[config.mk]
export PLATFORM = sky130hd
export DESIGN_NAME = router_pkt_tx
export DESIGN_NICKNAME = d
export VERILOG_FILES = /design/src/rtl/router_pkt_tx.sv
export SDC_FILE = /design/constraint.sdc
export NUM_CORES = 1
export LEC_CHECK = 0
export CORE_MARGIN = 10
export CORE_UTILIZATION = 67
export DETAILED_ROUTE_END_ITERATION = 6
export PLACE_DENSITY = 0.83
export SYNTH_ARGS = -nofsm -noshare
export SYNTH_HDL_FRONTEND = slang
export SYNTH_SLANG_ARGS = --single-unit
[constraint.sdc]
create_clock -name clock -period 7.4 [get_ports clock]
set_clock_uncertainty 0.05 [all_clocks]
set_input_delay 1.85 -clock clock [delete_from_list [all_inputs] [get_ports clock]]
set_output_delay 1.85 -clock clock [all_outputs]
set_load 0.03 [all_outputs]
[src/rtl/router_pkt_tx.sv]
`default_nettype none
// ============================================================================
//  Module   : router_pkt_tx
//  Brief    : Source-side packet transmitter. Buffers a full payload from the
//             client, then emits header, payload and parity as one contiguous
//             burst toward the router input, stalling on router busy.
//  Revision : 1.0  initial release
// ============================================================================
module router_pkt_tx #(
    parameter int DATA_W   = 8,
    parameter int LEN_W    = 6,
    parameter int ADDR_W   = 2,
    parameter int BAD_ADDR = 3
) (
    input  logic              clock,
    input  logic              reset,
    input  logic              start,
    input  logic [ADDR_W-1:0] dest_addr,
    input  logic [LEN_W-1:0]  pay_len,
    input  logic              corrupt_par,
    input  logic [DATA_W-1:0] pl_data,
    input  logic              pl_valid,
    output logic              pl_ready,
    input  logic              busy,
    output logic              pkt_valid,
    output logic [DATA_W-1:0] data_out,
    output logic              tx_idle,
    output logic              done,
    output logic              cmd_err
);

    localparam int c_DEPTH = 2 ** LEN_W;

    typedef enum logic [2:0] {
        S_IDLE    = 3'd0,
        S_LOAD    = 3'd1,
        S_HEADER  = 3'd2,
        S_PAYLOAD = 3'd3,
        S_PARITY  = 3'd4
    } state_t;

    state_t            r_state;
    state_t            w_state_nxt;

    logic [ADDR_W-1:0] r_dest;
    logic [LEN_W-1:0]  r_len;
    logic              r_corrupt;
    logic [DATA_W-1:0] r_parity;
    logic [LEN_W-1:0]  r_wr_idx;
    logic [LEN_W-1:0]  r_rd_idx;
    logic [DATA_W-1:0] r_buf [0:c_DEPTH-1];
    logic [DATA_W-1:0] r_data_out;
    logic              r_pkt_valid;
    logic              r_done;
    logic              r_cmd_err;

    logic              w_cmd_ok;
    logic              w_load_wr;
    logic              w_load_last;
    logic              w_last_rd;
    logic [DATA_W-1:0] w_header;
    logic [DATA_W-1:0] w_cmd_header;

    // A command is legal only with a non-zero length and a routable address
    assign w_cmd_ok     = (pay_len != '0) && (dest_addr != ADDR_W'(BAD_ADDR));
    assign w_load_wr    = (r_state == S_LOAD) && pl_valid;
    assign w_load_last  = w_load_wr && (r_wr_idx == (r_len - 1'b1));
    // rd_idx points one past the byte currently presented on data_out
    assign w_last_rd    = (r_rd_idx == r_len);
    assign w_header     = DATA_W'({r_len, r_dest});
    assign w_cmd_header = DATA_W'({pay_len, dest_addr});

    assign pl_ready  = (r_state == S_LOAD);
    assign tx_idle   = (r_state == S_IDLE);
    assign pkt_valid = r_pkt_valid;
    assign data_out  = r_data_out;
    assign done      = r_done;
    assign cmd_err   = r_cmd_err;

    // State register
    always_ff @(posedge clock) begin
        if (reset) r_state <= S_IDLE;
        else       r_state <= w_state_nxt;
    end

    // Next-state selection; busy only matters once the burst has started
    always_comb begin
        w_state_nxt = r_state;
        case (r_state)
            S_IDLE:    if (start && w_cmd_ok)    w_state_nxt = S_LOAD;
            S_LOAD:    if (w_load_last)          w_state_nxt = S_HEADER;
            S_HEADER:  if (!busy)                w_state_nxt = S_PAYLOAD;
            S_PAYLOAD: if (!busy && w_last_rd)   w_state_nxt = S_PARITY;
            S_PARITY:  if (!busy)                w_state_nxt = S_IDLE;
            default:                             w_state_nxt = S_IDLE;
        endcase
    end

    // Payload buffer write port; contents need no reset
    always_ff @(posedge clock) begin
        if (w_load_wr) r_buf[r_wr_idx] <= pl_data;
    end

    // Command latch, parity accumulation and registered packet outputs
    always_ff @(posedge clock) begin
        if (reset) begin
            r_dest      <= '0;
            r_len       <= '0;
            r_corrupt   <= 1'b0;
            r_parity    <= '0;
            r_wr_idx    <= '0;
            r_rd_idx    <= '0;
            r_data_out  <= '0;
            r_pkt_valid <= 1'b0;
            r_done      <= 1'b0;
            r_cmd_err   <= 1'b0;
        end else begin
            r_done    <= 1'b0;
            r_cmd_err <= 1'b0;
            case (r_state)
                S_IDLE: begin
                    if (start) begin
                        if (w_cmd_ok) begin
                            r_dest    <= dest_addr;
                            r_len     <= pay_len;
                            r_corrupt <= corrupt_par;
                            r_parity  <= w_cmd_header;
                            r_wr_idx  <= '0;
                            r_rd_idx  <= '0;
                        end else begin
                            r_cmd_err <= 1'b1;
                        end
                    end
                end
                S_LOAD: begin
                    if (pl_valid) begin
                        r_parity <= r_parity ^ pl_data;
                        r_wr_idx <= r_wr_idx + 1'b1;
                        if (w_load_last) begin
                            r_data_out  <= w_header;
                            r_pkt_valid <= 1'b1;
                        end
                    end
                end
                S_HEADER, S_PAYLOAD: begin
                    if (!busy) begin
                        if ((r_state == S_PAYLOAD) && w_last_rd) begin
                            r_data_out  <= r_corrupt ? ~r_parity : r_parity;
                            r_pkt_valid <= 1'b0;
                        end else begin
                            r_data_out <= r_buf[r_rd_idx];
                            r_rd_idx   <= r_rd_idx + 1'b1;
                        end
                    end
                end
                S_PARITY: begin
                    if (!busy) begin
                        r_data_out <= '0;
                        r_done     <= 1'b1;
                    end
                end
                default: begin
                    r_pkt_valid <= 1'b0;
                end
            endcase
        end
    end

endmodule
`default_nettype wire

# Word level (Yosys, flattened, before mapping)
# Memories as Yosys holds them, arrays and structs flattened. A register that Yosys moved wholly into a read port is not among the register bits.
# Cells that the tools add are included.
[word_totals]
ff_bits = 43
ramBits = 512
word_cells = 96
n_memories = 1
[memory_table]
columns = ["memory", "words", "width", "read_ports", "rd_ports_with_merged_regs", "write_ports", "line_no", "source"]
rows = [
  ["r_buf", 64, 8, 1, 1, 1, "51", "logic [DATA_W-1:0] r_buf [0:c_DEPTH-1];"],
]
[classes]
add_sub_neg = 3
eq_ne = 18
n_mux = 35
n_bitwise = 6
reduce_logical = 22
[ops]
columns = ["op", "count"]
rows = [
  ["$mux W8", 9],
  ["$mux W6", 7],
  ["$pmux W6 S2", 2],
  ["$pmux W8 S3", 1],
  ["$reduce_and A5 Y1", 4],
  ["$ne A2 B2 Y1 const B", 9],
  ["$pmux W8 S2", 1],
  ["$mux W3", 5],
  ["$pmux W3 S5", 1],
  ["$add A6 B1 Y6 const B", 2],
  ["$eq A6 B6 Y1", 2],
  ["$mux W1", 8],
  ["$not A8 Y8", 1],
  ["$xor A8 B8 Y8", 1],
  ["$eq A3 B2 Y1 const B", 2],
  ["$logic_and A1 B1 Y1", 6],
  ["$ne A2 B1 Y1 const B", 3],
  ["$reduce_bool A6 Y1", 1],
  ["$reduce_or A2 Y1", 3],
  ["$sub A6 B1 Y6 const B", 1],
  ["$not A1 Y1", 4],
  ["$reduce_and A4 Y1", 1],
  ["$reduce_bool A2 Y1", 2],
  ["$eq A3 B1 Y1 const B", 1],
  ["7 further kinds", 7],
]

# Longest topological paths before layout
[depth]
ltp_word = 7
depth_mapped = 11
mapped_depth_nobuf = 8

# Worst setup path before layout
# No wires, ideal clock.
[synth_path]
path_type = "input to register"
startpoint = "in pay_len[2]"
endpoint = "reg r_parity[0]"
setup_ns = 0.128
arrival_ns = 3.370
slack_ns = 3.852
path_stages = 7
path_cell_list = "or4_1 o31a_1 a21oi_1 clkbuf_1 nor2_1 a21oi_1 nor2_1"
[synth_via]
elab_chain_len = 4
[synth_lines]
columns = ["item", "line_no", "source"]
rows = [
  ["start: declaration", "19", "input logic [LEN_W-1:0] pay_len,"],
  ["$reduce_bool A6 Y1", "65", "assign w_cmd_ok = (pay_len != '0) && (dest_addr != ADDR_W'(BAD_ADDR));"],
  ["$logic_and A1 B1 Y1", "65", ""],
  ["$ne A2 B1 Y1 (no source line)", "-", ""],
  ["$reduce_and A4 Y1 (no source line)", "-", ""],
  ["end signal: assignment", "127", "r_parity <= w_cmd_header;"],
  ["end signal: assignment", "137", "r_parity <= r_parity ^ pl_data;"],
  ["end: declaration", "48", "logic [DATA_W-1:0] r_parity;"],
]
# Every way passes these cells.
# A chain may end at the register's enable or synchronous reset.

# Worst setup path in the final report
[layout_path]
startpoint = "reg r_state[1]"
endpoint = "out pl_ready"
[layout_via]
elab_chain_len = 1
[layout_lines]
columns = ["item", "line_no", "source"]
rows = [
  ["start: declaration", "42", "state_t r_state;"],
  ["start signal: assignment", "83", "else r_state <= w_state_nxt;"],
  ["$eq A3 B1 Y1", "73", "assign pl_ready = (r_state == S_LOAD);"],
  ["end: declaration", "23", "output logic pl_ready,"],
]
# Every way passes these cells.

==> metrics.txt <==
detailed-route DRC error count=0; antenna violations before repair=0; Post CTS Setup Buffer Count=0; vias in the first global route=12306; share of final-layout standard cells stronger than drive strength 1=a little under a fifth; chip height=between 200 and 250 um; number of vias per cell=just under 7; top fanout value on the critical path=27; average cell area after synthesis=roughly 18 sq um; library cell used as clock root buffer=sky130_fd_sc_hd__clkbuf_16; clock-pin slew on the worst setup and hold paths=60 ps; arrival time at the worst endpoint=between 2000 and 3000 ps; number of max-cap violations=0; weighted congestion at the end of routability-driven global placement=a little over 0.9; flip-flop cell with the highest count after synthesis=sky130_fd_sc_hd__edfxtp_1; flop and latch count out of synthesis=roughly 560; post-layout minimum cycle time=about 4600 ps; peak supply drop=between 0.15 and 0.2 mV; final routed wirelength across all metal layers=53730 um; largest net degree at the start of global routing=98; Die ar.=slightly above 40000 sq um; library cell with the highest instance count after synthesis=sky130_fd_sc_hd__edfxtp_1; I/O Pins=35; critical path endpoint category=primary output; Register-to-Register Setup Slack=roughly 3500 ps; Total GRT Usage=about a quarter; class of the tightest hold or removal check=reg -> reg; maximum clock frequency=approximately 220 MHz; number of buffers inserted during clock tree synthesis=53; power density over the cells=about 260 nW/um^2; startpoint kind of the worst setup timing path=flop; fill count=roughly 1800; worst slew margin relative to its limit=between 20% and 30%; area growth from synthesis to layout=10.52%; placed instance area=23250 sq um; Crit Path Category=reg -> out; total iterations of the first detailed-routing run=5; final global-route overflow total=0; post-route antenna net violation count=0; total negative slack=0 ps; Slew @ Worst Pin=1121 ps; clock latency reported for the late side of the worst-skew pair=580 ps; sequential element share of the synthesized area=72.21%; TritonCTS clock tree=yes; # H-tree levels=2; Core Region=between 30000 and 40000 sq um; utilization of the core after routing=approximately three quarters; leading cell types by count after synthesis=sky130_fd_sc_hd__edfxtp_1, sky130_fd_sc_hd__mux4_2, sky130_fd_sc_hd__nor2_1, sky130_fd_sc_hd__mux2i_1, sky130_fd_sc_hd__dfxtp_1; number of synthesis warnings=0; routed vias=12285; synthesized net count=~1300; sum of net half-perimeters after detailed placement=approximately 32000 um; mapped cell area=~23000 sq um; total inserted antenna cells=0; leading cell types by total area after synthesis=sky130_fd_sc_hd__edfxtp_1, sky130_fd_sc_hd__mux4_2, sky130_fd_sc_hd__dfxtp_1, sky130_fd_sc_hd__mux2i_1, sky130_fd_sc_hd__nor2_1; result of the run=completed; final max-slew violation count=0; final design area excluding fillers=25030 sq um; Initial Utilization=between 60% and 70%; RSZ-0062 raised after global routing=false; share of flip-flops with an asynchronous set or reset=0%; number of instances on the worst hold path=2; static leakage=around 7.6 nW; post-CTS resize count=0; area leader, netlist=sky130_fd_sc_hd__edfxtp_1; die boundary width=between 200 and 250 um; area of the multi-input gates=5828 sq um; maximum buffer depth of the clock tree=3; number of nets in the layout=1317; Distinct cells, synth=approximately 70; area fraction of the dominant cell type after synthesis=between 60% and 70%; Port Buffers=34; detail-routed net length per standard cell=around 30 um; EDFF count, synth=512; number of hold violations in the final report=0; number of violations reported at the end of detailed-routing iteration 0=about 1700; num rows=67; portion of the clock cycle consumed by the worst path in the final layout=62.47%; worst-case reg-to-reg path depth=6; first-pass GRT wire length=about 81000 um; number of instances in the synthesized netlist=~1300; # setup viols final=0; critical path required time=between 5000 and 6000 ps; combined flip-flop and latch cell area=roughly 16000 sq um; hold buffers post-CTS=0; number of sinks on the clock net=between 500 and 600
worst max-delay path, cell delays in order, from the launching register on:
cell	delay [ps]
sky130_fd_sc_hd__dfxtp_1	570
sky130_fd_sc_hd__or3b_1	750
sky130_fd_sc_hd__clkinv_4	170
sky130_fd_sc_hd__clkdlybuf4s50_1	640
placed cells by master (no fill, tap or decap), types with 4 or more instances in the layout:
cell type	count
sky130_fd_sc_hd__a211oi_1	15
sky130_fd_sc_hd__a21oi_1	46
sky130_fd_sc_hd__a221oi_1	5
sky130_fd_sc_hd__a22oi_1	13
sky130_fd_sc_hd__and2_1	8
sky130_fd_sc_hd__buf_2	8
sky130_fd_sc_hd__buf_4	18
sky130_fd_sc_hd__bufinv_16	10
sky130_fd_sc_hd__clkbuf_1	5
sky130_fd_sc_hd__clkbuf_16	53
sky130_fd_sc_hd__clkdlybuf4s50_1	26
sky130_fd_sc_hd__clkinv_1	18
sky130_fd_sc_hd__clkinv_2	8
sky130_fd_sc_hd__dfxtp_1	46
sky130_fd_sc_hd__edfxtp_1	512
sky130_fd_sc_hd__inv_1	8
sky130_fd_sc_hd__mux2_2	13
sky130_fd_sc_hd__mux2i_1	66
sky130_fd_sc_hd__mux4_2	111
sky130_fd_sc_hd__nand2_1	30
sky130_fd_sc_hd__nand2b_1	4
sky130_fd_sc_hd__nand3_1	19
sky130_fd_sc_hd__nand3b_1	4
sky130_fd_sc_hd__nand4_1	5
sky130_fd_sc_hd__nor2_1	111
sky130_fd_sc_hd__nor2b_1	18
sky130_fd_sc_hd__nor3_1	11
sky130_fd_sc_hd__nor3b_1	12
sky130_fd_sc_hd__o211ai_1	4
sky130_fd_sc_hd__o21ai_0	21
sky130_fd_sc_hd__o22ai_1	6
sky130_fd_sc_hd__o32ai_1	5
sky130_fd_sc_hd__or3_1	4
sky130_fd_sc_hd__xnor2_1	18
sky130_fd_sc_hd__xor2_1	12
sequential cells by signal (all words and copies together) (netlist names), named ones only:
name / flops
done: 1
r_len: 6
r_state: 3
pkt_valid: 1
r_parity: 8
data_out: 8
r_corrupt: 1
r_rd_idx: 6
r_dest: 2
r_buf: 512
cmd_err: 1
r_wr_idx: 6
area by class of cell:
| cell class | instances | share of cell area [%] |
|---|---|---|
| clock buffer | 58 | 5.373 |
| inverter | 10 | 0.1699 |
| timing repair buffer | 53 | 1.819 |
| sequential | 561 | 65.38 |
| tap | 448 | 2.239 |
| clock inverter | 39 | 1.734 |
| multi-input combinational | 613 | 23.28 |
cells by family (layout without fill, tap and decap cells):
kind of cell / count (synthesis) / in the layout / synth area share (%)
DFF: 561 / 561 / 72.21
and+or+nand+nor: 241 / 241 / 5.259
muxes: 191 / 191 / 14.72
AOI/OAI and AO/OA: 148 / 148 / 4.430
buffers and inverters: 82 / 160 / 2.060
xor gates and xnor gates: 30 / 30 / 1.160
adders and majority gates: 3 / 3 / 0.1657
per-layer routing:
metal,track usage (%),part of all wire (%),up-vias
met5,0,0,-
met4,10.47,3.8,0
met3,5.785,11,147
met2,41.93,49,841
met1,35.25,37,6198
li1,-,-,5099
report_power, final:
group	switching [mW]	total, mW	internal (mW)
logic	0.115	0.160	0.0454
clock network	1.13	2.78	1.65
registers	0.0138	3.48	3.46
path summary, 6_finish.rpt:
kind | endpoint | from
max | pl_ready | r_state[1]
min reg2reg | pkt_valid | pkt_valid
max reg2reg | r_buf[22][1] | r_state[0]
min | pkt_valid | pkt_valid
through the flow:
step / instances / power (mW) / setup slack [ps] / hold slack, ps
after floorplan: 1256 / 3.613 / 3852 / 404.8
after CTS: 1782 / 6.428 / 2774 / 416.6
after global routing: 1782 / 6.562 / 2647 / 445.9
final: 1782 / 6.419 / 2777 / 414.5
after global placement: 1685 / 3.697 / 2746 / 380.1
after detailed placement: 1685 / 3.702 / 2642 / 407.1
(Power assumes the default switching activity.)
